===== src/rtl/clk_out_gen.sv =====
// Multi-channel DDR clock-output generator with exact 50% duty.
// Glitch-free ratio/enable updates, common sync restart, debounced lock.
module clk_out_gen #(
    parameter int N_CH        = 4,
    parameter int DIV_W       = 8,
    parameter int LOCK_SETTLE = 16,
    localparam int CH_W       = (N_CH > 1) ? $clog2(N_CH) : 1
) (
    input  logic              clk_in,
    input  logic              rst_n,
    input  logic              lock,
    input  logic              sync_req,
    input  logic              cfg_valid,
    output logic              cfg_ready,
    input  logic [CH_W-1:0]   cfg_ch,
    input  logic [DIV_W-1:0]  cfg_div,
    input  logic              cfg_en,
    output logic [N_CH-1:0]   d0,
    output logic [N_CH-1:0]   d1,
    output logic [N_CH-1:0]   running,
    output logic              lock_ok
);

    localparam int LK_W = $clog2(LOCK_SETTLE + 1);
    localparam logic [LK_W-1:0] LK_MAX = LK_W'(LOCK_SETTLE);

    logic [LK_W-1:0]  lock_cnt;
    logic [DIV_W-1:0] div_q [N_CH];
    logic [DIV_W-1:0] cnt_q [N_CH];
    logic [DIV_W-1:0] sh_div [N_CH];
    logic [N_CH-1:0]  en_q;
    logic [N_CH-1:0]  sh_en;
    logic [N_CH-1:0]  pending;

    logic [N_CH-1:0]  run;
    logic [N_CH-1:0]  wrap;
    logic [N_CH-1:0]  apply;
    logic [N_CH-1:0]  take;
    logic [N_CH-1:0]  hi0;
    logic [N_CH-1:0]  hi1;
    logic             sync_go;

    always_ff @(posedge clk_in) begin
        if (!rst_n) begin
            lock_cnt <= '0;
            lock_ok  <= 1'b0;
        end else if (!lock) begin
            lock_cnt <= '0;
            lock_ok  <= 1'b0;
        end else begin
            if (lock_cnt != LK_MAX)
                lock_cnt <= lock_cnt + LK_W'(1);
            lock_ok <= (lock_cnt == LK_MAX);
        end
    end

    // Out-of-range channels always look ready so the request is dropped.
    always_comb begin
        cfg_ready = 1'b1;
        for (int i = 0; i < N_CH; i++)
            if (int'(cfg_ch) == i)
                cfg_ready = !pending[i];
    end

    assign sync_go = sync_req && lock_ok;

    always_comb begin
        run   = '0;
        wrap  = '0;
        apply = '0;
        take  = '0;
        hi0   = '0;
        hi1   = '0;
        for (int i = 0; i < N_CH; i++) begin
            run[i]   = en_q[i] && (div_q[i] != '0) && lock_ok;
            wrap[i]  = run[i] && (cnt_q[i] == div_q[i] - DIV_W'(1));
            apply[i] = pending[i] && (!run[i] || wrap[i] || sync_go);
            take[i]  = cfg_valid && cfg_ready && (int'(cfg_ch) == i);
            hi0[i]   = {cnt_q[i], 1'b0} < {1'b0, div_q[i]};
            hi1[i]   = {cnt_q[i], 1'b1} < {1'b0, div_q[i]};
        end
    end

    // Pending updates land only at a period boundary, so no runt pulses.
    always_ff @(posedge clk_in) begin
        if (!rst_n) begin
            en_q    <= '0;
            sh_en   <= '0;
            pending <= '0;
            d0      <= '0;
            d1      <= '0;
            running <= '0;
            for (int i = 0; i < N_CH; i++) begin
                div_q[i]  <= '0;
                cnt_q[i]  <= '0;
                sh_div[i] <= '0;
            end
        end else begin
            for (int i = 0; i < N_CH; i++) begin
                d0[i]      <= run[i] && hi0[i];
                d1[i]      <= run[i] && hi1[i];
                running[i] <= run[i];
                if (take[i]) begin
                    sh_div[i]  <= cfg_div;
                    sh_en[i]   <= cfg_en;
                    pending[i] <= 1'b1;
                end
                if (apply[i]) begin
                    div_q[i]   <= sh_div[i];
                    en_q[i]    <= sh_en[i];
                    pending[i] <= 1'b0;
                end
                if (apply[i] || !run[i] || wrap[i] || sync_go)
                    cnt_q[i] <= '0;
                else
                    cnt_q[i] <= cnt_q[i] + DIV_W'(1);
            end
        end
    end

endmodule


===== config.mk =====
export PLATFORM = sky130hd
export DESIGN_NAME = clk_out_gen
export DESIGN_NICKNAME = d
export VERILOG_FILES = /design/src/rtl/clk_out_gen.sv
export SDC_FILE = /design/constraint.sdc
export NUM_CORES = 1
export LEC_CHECK = 0
export ABC_AREA = 1
export ABC_CLOCK_PERIOD_IN_PS = 2500
export CAP_MARGIN = 20
export CORE_MARGIN = 4
export CORE_UTILIZATION = 50
export DETAILED_ROUTE_END_ITERATION = 12
export PLACE_DENSITY = 0.67
export SYNTH_ARGS = -nofsm -noshare
export SYNTH_HDL_FRONTEND = slang
export SYNTH_SLANG_ARGS = --single-unit
export TNS_END_PERCENT = 100

===== constraint.sdc =====
create_clock -name clk_in -period 2.5 [get_ports clk_in]
set_input_delay 0.375 -clock clk_in [delete_from_list [all_inputs] [get_ports clk_in]]
set_output_delay 0.375 -clock clk_in [all_outputs]
set_load 0.01 [all_outputs]

* After elaboration in Yosys (flattened, before gate mapping)
Memory sizes are Yosys's and may differ from the RTL's.
Cells that the tools add are included.
** Storage, ports and cells
- Bits in registers :: 30
- Memory bits (writable) :: 96
- Input port bits :: 16
- Logic and storage cells :: 200
- Memories kept :: 3
** Cells by class
- $add $sub $neg :: 9
- Order comparisons :: 8
- Eq/ne operators :: 9
- Mux-type cells :: 69
- Bitwise gates (word level) :: 17
- Reductions and logical operators :: 68
** Memory list
- cnt_q :: depth 4, bits a word 8, rd ports 4, clocked after memory_dff 0, write ports 4, line 29 : logic [DIV_W-1:0] cnt_q [N_CH];
- div_q :: depth 4, bits a word 8, rd ports 4, clocked after memory_dff 0, write ports 4, line 28 : logic [DIV_W-1:0] div_q [N_CH];
- sh_div :: depth 4, bits a word 8, rd ports 4, clocked after memory_dff 0, write ports 4, line 30 : logic [DIV_W-1:0] sh_div [N_CH];
** Operators with widths (number)
- two-way mux 8 bit :: 16
- less-than comparator 9 x 8 -> 1 bit :: 8
- two-way mux 1 bit :: 53
- adder 8 x 1 -> 8 bit (second input constant) :: 4
- == test 8 bit :: 4
- nonzero test 8 bit :: 4
- subtractor 8 x 1 -> 8 bit (second input constant) :: 4
- logical AND 1 bit :: 30
- logical OR 1 bit :: 20
- OR 1 bit :: 16
- zero test 1 bit :: 8
- OR reduction 2 bit :: 4
- adder 5 x 1 -> 5 bit (second input constant) :: 1
- == test 5 bit (second input constant) :: 1
- != test 5 bit (second input constant) :: 1
- == test 2 bit (second input constant) :: 2
- == test 2 x 1 -> 1 bit (second input constant) :: 1
- zero test 2 bit :: 1
- AND reduction 2 bit :: 1
- NOT 1 bit :: 1

* Depth between registers and ports, before layout
Gate-level depths: netlist of run 1.
- Word-level depth :: 15
- Depth in mapped cells :: 15
- Gate-level depth less buffers :: 15

* Worst setup path after synthesis of run 1
OpenSTA, ideal clock, no wires.
- Path type :: register -> register
- Start point :: memory div_q[2][0]
- End point :: memory div_q[2][0], enable pin
- Setup time :: 0.333 ns
- Arrival time :: 1.668 ns
- Required time :: 2.167 ns
- Setup slack :: 0.499 ns
- Stages on the path, launching flop included :: 11
- Cell sequence :: edfxtp_1 -> inv_1 -> ha_1 -> nand2_1 -> nor2_1 -> nand3_1 -> o211ai_1 -> nor2_1 -> nand2_2 -> nand2_1 -> nand2_1
** RTL lines (line)
- start, declared :: 28

* Worst setup path in the final report of run 1
- Start point :: input cfg_ch[0]
- End point :: output cfg_ready
** On the way
- Cells in the longest elaborated chain, start to end :: 5
** Ends and longest elaborated chain
- start, declared :: line 15 : input logic [CH_W-1:0] cfg_ch,
- zero test 2 bit :: line 61 : if (int'(cfg_ch) == i)
- two-way mux 1 bit (3 in series) :: line 61
- two-way mux 1 bit (*) :: line 61
- end, declared :: line 14 : output logic cfg_ready,
Every way passes the cells marked *; elsewhere a longest branch is shown, timed or not.

==> flow_summary.yaml, run 1 <==
run_status:
  outcome: "finished clean"
sta:
  setup_tns_ps: 0
  whs_ps: 471
  period_share_pct: 95.0
  drv_slew: 0
  finalWorstSetupSlack_ps: 124
  fin_crit_ps: 2380
  setup_viol: 0
  hold_viol_final: 0
  rsz0062_at_grt: "no"
  finalClockSkew_ps: 12.4
  max_freq_ghz: 0.421
global_routing:
  track_usage_pct: 17.5
  antenna_found_initial: 0
  grt_pass1_vias: 4971
  grt.overflow.total: 0
  grt_max_degree: 17
  grt_pass1_wl_um: 22600
clock_network:
  clock_sinks: 126
  root_buffer: "clkbuf_16"
  holdBufCountCts: 0
  clk_pin_slew_ps: 60
  clk_path_buf_depth: 2
  cts_buffers: 17
  insertion_delay_ps: 420
  post_cts_buffers: 0
  tritoncts: "done"
  cts_resized: 0
  htree_levels: 4
floorplanning:
  die_h_um: 126
  core-area_um2: 13800
  num_rows: 43
  die_w_um: 126
  io_pins: 30
  start_util_pct: 50.7
  die_area_um2: 16000
logic_synthesis:
  synth_area_um2: 7010
  synth_common_cells: "nor2_1, nand2_1, inv_1, edfxtp_1, nand3_1"
  yosysWarnings: 0
  synth-edff-count: 96
  ys_seq_elements: 126
  avgSynthCellArea_um2: 8.49
  yosysTopAreaCell: "edfxtp_1"
  ys_types: 33
  synthFlopType: "edfxtp_1"
  seq_area_frac_synth_pct: 49.7
  synth_area_leaders: "edfxtp_1, nor2_1, dfxtp_1"
  async_reset_ff_share_pct: 0
  yosysMostFrequentCell: "nor2_1"
  syn_inst: 826
  synth_top_area_share_pct: 41.1
finish:
  drive_gt1_share_pct: 7.20
  final_nets: 962
  finish.instance_area_um2: 8290
  layoutNonFillerInstCount: 1097
  final-seq-area_um2: 3480
  syn_to_final_growth_pct: 18.3
  final_util_pct: 60.0
  diodes: 0
  multi_input_area_um2: 3080
  n_fill_cell: 1229
setup_path:
  cp-start-kind: "input port"
  crit_slowest_cell: "clkdlybuf4s50_1"
  crit_chain: "clkdlybuf4s50_1, inv_2, nand3_1, o211ai_1, o22ai_2, clkdlybuf4s50_1"
  worst_path_largest_cell_delay_ps: 600
  cp_data_arrival_time_ps: 2000
  worst_setup_path_end_kind: "output port"
  worstPathRequired_ps: 2120
  crit_family: "buffers and inverters"
  path_max_fanout: 6
  critPathMostFrequentCell: "clkdlybuf4s50_1"
  path_class: "input port to output port"
  path_buf_inv: 3
pwr:
  p_total_mw: 5.52
  ir_worst_vdd_mv: 0.580
  power_leakage_nw: 3.75
  p_per_area_nw_per_um2: 666
placed_design:
  place_inst: 1065
  io_buffers: 29
  placed_area_um2: 7650
  gp_congestion: 0.868
  dp_hpwl_um: 9660
  pre_cts_ws_ps: 140
drt:
  firstDrtPassIters: 5
  vias_per_cell: 4.76
  drt_iter0_drc: 275
  drt-total-wl_um: 13100
  drc: 0
  vias: 5225
  drtAntennaViolNets: 0
  wire_per_inst_um: 12.0
flow_run:
  cap_violations: 0
min_path:
  hp-class: "register to register"
==> cells by family (layout without fill, tap and decap cells) <==
kind of cell	count (synthesis)	count (layout)	synth area share, %
adders and majority gates	42	42	7.50
AOI/OAI and AO/OA	57	57	4.82
buffers and inverters	149	209	8.08
other	1	32	0.0535
DFF	126	126	49.7
and+or+nand+nor	416	416	25.5
xor gates and xnor gates	35	35	4.37
==> cell usage in the layout, fill, tap and decap left out, types with 6 or more instances in the layout <==
cell	n
nor2_1	174
nand2_1	142
inv_1	140
edfxtp_1	96
nand3_1	54
ha_1	42
conb_1	32
dfxtp_1	30
clkdlybuf4s50_1	29
a21oi_1	26
xor2_1	22
clkbuf_16	17
nand4_1	15
xnor2_1	13
o21ai_0	11
o211ai_1	9
nand2_2	8
nor3_1	6
o21bai_1	6
==> registers in the layout (all words and copies together), names as in the netlist <==
name	flops
div_q	32
d1	4
cnt_q	32
sh_div	32
lock_cnt	5
pending	4
d0	4
lock_ok	1
en_q	4
sh_en	4
running	4
==> final timing paths <==
path / from / to / slack (ps) / cells after the start
min: en_q[1]$_SDFFE_PN0P_ / en_q[1]$_SDFFE_PN0P_ / 470 / 2
max reg2reg: div_q[3][0]$_SDFFCE_PN0P_ / div_q[3][1]$_SDFFCE_PN0P_ / 300 / 10
max: cfg_ch[0] / cfg_ready / 120 / 6
min reg2reg: en_q[1]$_SDFFE_PN0P_ / en_q[1]$_SDFFE_PN0P_ / 470 / 2
==> worst min-delay path, cell delays in order (launching register included) <==
cell and delay (ps):
dfxtp_1 310, nand3_1 70, nand2_1 40
==> final cells by class <==
type	instances	area share (%)
sequential	126	42.0
timing repair buffer	33	3.86
inverter	144	6.53
multi-input combinational	582	37.2
tap	180	2.72
clock buffer	17	5.13
clock inverter	15	2.54
==> power breakdown <==
group          switching, mW  internal [mW]
combinational          0.289          0.171
clock                  0.968           1.68
sequential            0.0690           2.34
==> metal layers <==
layer  global-route usage [%]  part of all wire (%)
met2                     27.3                    46
met5                        0                     0
met1                     23.4                    48
met3                     4.29                   3.9
met4                     7.32                   1.5
Note: power is estimated with default switching activity, not from simulation.
==> run 2, diff against run 1 <==
- CORE_ASPECT_RATIO: default -> 1.5
==> run 2 against run 1 <==
  * Total power decreased by 4.1%
  * Via count increased by 3.6%
  * Cell count decreased by 1.8%
  * Die area increased by 0.24%
  * Flip-flop and latch count unchanged
  * Cell area decreased by 0.97%
  * Critical endpoint unchanged
  * Highest routed layer unchanged
==> flow_summary.yaml, run 2 (same netlist as run 1, synthesis figures left out) <==
drt:
  vias_per_cell: 5.03
  drtAntennaViolNets: 0
  drt-total-wl_um: 14000
  wire_per_inst_um: 13.0
  drc: 0
  firstDrtPassIters: 4
  drt_iter0_drc: 292
  vias: 5414
clock_network:
  htree_levels: 4
  insertion_delay_ps: 410
  clk_pin_slew_ps: 60
  post_cts_buffers: 0
  holdBufCountCts: 0
  cts_buffers: 17
  clk_path_buf_depth: 2
  clock_sinks: 126
  tritoncts: "done"
  root_buffer: "clkbuf_16"
  cts_resized: 0
sta:
  finalClockSkew_ps: 11.4
  drv_slew: 0
  setup_tns_ps: 0
  setup_viol: 0
  hold_viol_final: 0
  fin_crit_ps: 2360
  rsz0062_at_grt: "no"
  max_freq_ghz: 0.423
  period_share_pct: 94.5
  finalWorstSetupSlack_ps: 137
finish:
  drive_gt1_share_pct: 6.67
  syn_to_final_growth_pct: 17.1
  final_nets: 960
  final_cell_mix: "nor2_1, nand2_1, inv_1, edfxtp_1, nand3_1"
  largestRegisters: "cnt_q (32), div_q (32), sh_div (32)"
  diodes: 0
  mostFrequentLayoutCell: "nor2_1"
setup_path:
  r2r_slack_ps: 290
  rr_startpoint: "div_q[1][0]$_SDFFCE_PN0P_"
  worstPathRequired_ps: 2120
  cp-start-kind: "input port"
  timing.rr.end: "div_q[1][3]$_SDFFCE_PN0P_"
  path_class: "input port to output port"
  crit_slowest_cell: "clkdlybuf4s50_1"
  path_max_fanout: 6
  cp_data_arrival_time_ps: 1990
  worst_path_largest_cell_delay_ps: 580
  critPathMostFrequentCell: "clkdlybuf4s50_1"
  crit_chain: "clkdlybuf4s50_1, inv_2, nand3_1, o211ai_1, o22ai_2, clkdlybuf4s50_1"
  worst_setup_path_end_kind: "output port"
  reg2reg_depth: 13
pwr:
  combPwrFrac_pct: 8.7
  seqPwrFrac_pct: 45.6
  switching_share_pct: 23.3
  p_per_area_nw_per_um2: 645
  ir_worst_vdd_mv: 0.462
  power_leakage_nw: 3.72
  p_int_mw: 4.06
  power.clock.fraction_pct: 45.7
  p_sw_mw: 1.23
floorplanning:
  num_rows: 52
  die_w_um: 105
  start_util_pct: 51.6
  core-area_um2: 13600
  io_pins: 30
  die_area_um2: 16000
  die_h_um: 153
global_routing:
  grt_pass1_wl_um: 24400
  antenna_found_initial: 0
  grt_pass1_vias: 5502
  track_usage_pct: 18.6
  grt_max_degree: 35
  grt.overflow.total: 0
placed_design:
  pre_cts_ws_ps: 151
  gp_congestion: 0.856
  dp_hpwl_um: 10600
  io_buffers: 29
min_path:
  hold_path_end: "en_q[2]$_SDFFE_PN0P_"
  hp-class: "register to register"
  min_path_cells: 2
  hp-start: "en_q[2]$_SDFFE_PN0P_"
run_status:
  outcome: "finished clean"
flow_run:
  cap_violations: 0
run 2: worst max path at each step:
stage / startpoint / to / cells after the start
4_1_cts: cfg_ch[1] / cfg_ready / 6
3_5_place_dp: cfg_ch[1] / sh_div[2][2]$_SDFFCE_PN0P_ / 9
3_3_place_gp: cfg_ch[0] / cfg_ready / 6
2_1_floorplan: div_q[2][0]$_SDFFCE_PN0P_ / div_q[2][0]$_SDFFCE_PN0P_ / 10
6_report: cfg_ch[0] / cfg_ready / 6
5_1_grt: div_q[1][0]$_SDFFCE_PN0P_ / div_q[1][5]$_SDFFCE_PN0P_ / 8
run 2: layout make-up:
class | instances | area, um^2
Tap cell | 162 | 203
Fill cell | 1165 | 5390
Inverter | 144 | 542
Multi-Input combinational cell | 582 | 3080
Clock buffer | 19 | 433
Sequential cell | 126 | 3480
Clock inverter | 13 | 148
Timing Repair Buffer | 31 | 318
run 2: critical path: cells and delay by family:
kind | cells | cell delay [ps]
AO/OA/AOI/OAI | 2 | 260
buffers and inverters | 3 | 1260
AND/OR/NAND/NOR | 1 | 100
run 2: power groups by stage:
stage               sequential [mW]  clock (mW)  combinational (mW)
floorplan                      2.43           0               0.347
global route                   2.42        2.56               0.541
finish                         2.41        2.42               0.463
CTS                            2.41        2.46               0.460
global placement               2.45           0               0.439
detailed placement             2.46           0               0.456
run 2: layer usage:
metal / GRT usage, % / wire [um] / vias up
met5: 0 / 0 / -
met3: 3.46 / 486 / 37
met4: 9.13 / 393 / 0
met2: 33.7 / 7430 / 114
li1: - / - / 2786
met1: 20.8 / 5670 / 2477
run 2: through the flow:
stage	instance area [um^2]	std cells	hold slack [ps]	power (mW)	util, %
2_1_floorplan	7130	857	442	2.78	-
3_3_place_gp	7620	1045	457	2.89	56.1
3_5_place_dp	7620	1045	456	2.91	56.1
4_1_cts	8200	1077	465	5.33	60.3
5_1_grt	8210	1077	482	5.52	60.4
6_report	8210	1077	462	5.29	60.4
==> run 3, diff against run 2 <==
- CORE_UTILIZATION: 50 -> 54
- PLACE_DENSITY: 0.67 -> 0.71
==> run 3 against run 2 <==
  * Routed wire length grew 2.3%
  * Clock power is 13% higher
  * Highest routed layer unchanged
  * Core utilization increased by 5.4 points
  * Sequential power is essentially flat
  * Global-route usage is 2.1 points higher
  * Worst setup slack got worse by 37 ps
  * Total power grew 6.0%
  * Clock-buffer cell count is 2 higher
  * Worst hold slack better by 18 ps
  * First-iteration DRC count decreased by 16%
==> flow_summary.yaml, run 3 (same netlist as run 1, synthesis figures left out) <==
setup_path:
  r2r_slack_ps: 280
  endpoint: "cfg_ready"
  path_class: "input port to output port"
  crit_chain: "clkdlybuf4s50_1, inv_1, nand3_1, o211ai_1, o22ai_2, clkdlybuf4s50_1"
  cp-startpoint: "cfg_ch[1]"
  worstPathRequired_ps: 2120
  worst_path_largest_cell_delay_ps: 570
  cp_data_arrival_time_ps: 2020
  timing.rr.end: "div_q[2][0]$_SDFFCE_PN0P_"
  critPathMostFrequentCell: "clkdlybuf4s50_1"
  rr_startpoint: "div_q[2][0]$_SDFFCE_PN0P_"
  worst_setup_path_end_kind: "output port"
  reg2reg_depth: 10
  crit_slowest_cell: "clkdlybuf4s50_1"
  path_max_fanout: 6
  cp-start-kind: "input port"
drt:
  wl_met1_um: 5630
  vias: 5484
  met3_length_um: 673
  drt_iter0_drc: 245
  wire_per_inst_um: 13.4
  drc: 0
  vias_per_cell: 5.13
  drt-total-wl_um: 14300
  drtAntennaViolNets: 0
  firstDrtPassIters: 5
  wl_met2_um: 7740
  highest_layer: "met4"
placed_design:
  dp_hpwl_um: 10800
  io_buffers: 29
  pre_cts_ws_ps: 48.5
  gp_congestion: 0.890
pwr:
  power.clock.fraction_pct: 48.7
  combPwrFrac_pct: 8.3
  seqPwrFrac_pct: 43.0
  p_per_area_nw_per_um2: 679
  power_leakage_nw: 3.75
  p_total_mw: 5.61
  switching_share_pct: 22.5
  ir_worst_vdd_mv: 0.549
  p_sw_mw: 1.26
  p_int_mw: 4.35
sta:
  period_share_pct: 96.0
  rsz0062_at_grt: "no"
  setup_viol: 0
  fin_crit_ps: 2400
  finalClockSkew_ps: 10.8
  setup_tns_ps: 0
  max_freq_ghz: 0.417
  drv_slew: 0
  finalWorstSetupSlack_ps: 100
  hold_viol_final: 0
floorplanning:
  core-area_um2: 12600
  num_rows: 50
  die_area_um2: 14900
  die_w_um: 101
  die_h_um: 148
  start_util_pct: 55.8
  io_pins: 30
clock_network:
  htree_levels: 4
  clock_sinks: 126
  root_buffer: "clkbuf_16"
  clk_pin_slew_ps: 60
  tritoncts: "done"
  cts_buffers: 17
  insertion_delay_ps: 420
  clk_path_buf_depth: 2
finish:
  largestRegisters: "cnt_q (32), div_q (32), sh_div (32)"
  syn_to_final_growth_pct: 18.0
  n_fill_cell: 996
  mostFrequentLayoutCell: "nor2_1"
  final_cell_mix: "nor2_1, nand2_1, inv_1, edfxtp_1, nand3_1"
  final_nets: 959
  drive_gt1_share_pct: 6.56
  diodes: 0
global_routing:
  grt_pass1_wl_um: 24700
  grt_pass1_vias: 5588
  antenna_found_initial: 0
  track_usage_pct: 20.7
  grt_max_degree: 35
  grt.overflow.total: 0
run_status:
  outcome: "finished clean"
min_path:
  hp-class: "register to register"
flow_run:
  cap_violations: 0
==> run 3: cell type report <==
cell class	count	area [um^2]	area share, %
tap	156	195	2.36
clock buffer	21	470	5.69
sequential	126	3480	42.1
inverter	144	542	6.55
clock inverter	11	186	2.25
timing repair buffer	30	310	3.75
multi-input combinational	582	3080	37.3
==> run 3: routing by layer <==
| layer | vias to the layer above | track usage (%) |
|---|---|---|
| li1 | 2784 | - |
| met1 | 2521 | 23.1 |
| met2 | 152 | 38.4 |
| met3 | 27 | 3.82 |
| met4 | 0 | 7.72 |
| met5 | - | 0 |
==> run 3: critical path, delay by kind of cell <==
kind,cells,cell delay (ps)
compound gates,2,270
buf+inv,3,1280
simple gates,1,100
==> run 3: per-stage QoR <==
| stage | utilization [%] | cell area, um^2 | instances | hold WS (ps) |
|---|---|---|---|---|
| floorplan | - | 7130 | 857 | 442 |
| global placement | 60.5 | 7610 | 1038 | 455 |
| detailed placement | 60.5 | 7610 | 1038 | 469 |
| CTS | 65.7 | 8260 | 1070 | 478 |
| global route | 65.8 | 8270 | 1070 | 502 |
| finish | 65.8 | 8270 | 1070 | 480 |
==> run 3: worst min path at each step <==
stage                                  start                  endpoint  slack [ps]  cells past startpoint
detailed placement      en_q[3]$_SDFFE_PN0P_      en_q[3]$_SDFFE_PN0P_         470                      2
CTS                     en_q[3]$_SDFFE_PN0P_      en_q[3]$_SDFFE_PN0P_         480                      2
global route            en_q[2]$_SDFFE_PN0P_      en_q[2]$_SDFFE_PN0P_         500                      2
global placement        en_q[3]$_SDFFE_PN0P_      en_q[3]$_SDFFE_PN0P_         450                      2
floorplan           lock_cnt[1]$_SDFFE_PN0N_  lock_cnt[1]$_SDFFE_PN0N_         440                      2
finish                  en_q[3]$_SDFFE_PN0P_      en_q[3]$_SDFFE_PN0P_         480                      2
==> run 3: repair_timing <==
action	in CTS	in global routing
endpoints found under the setup margin	0	24
hold endpoints to repair	0	0
resized for setup	0	3
hold buffers	0	0
setup buffers	0	0
==> run 3: power by group through the flow <==
stage | registers [mW] | logic, mW | clock network, mW
2_1_floorplan | 2.43 | 0.347 | 0
3_3_place_gp | 2.45 | 0.438 | 0
3_5_place_dp | 2.45 | 0.458 | 0
4_1_cts | 2.41 | 0.464 | 2.76
5_1_grt | 2.42 | 0.543 | 2.86
6_report | 2.41 | 0.468 | 2.73
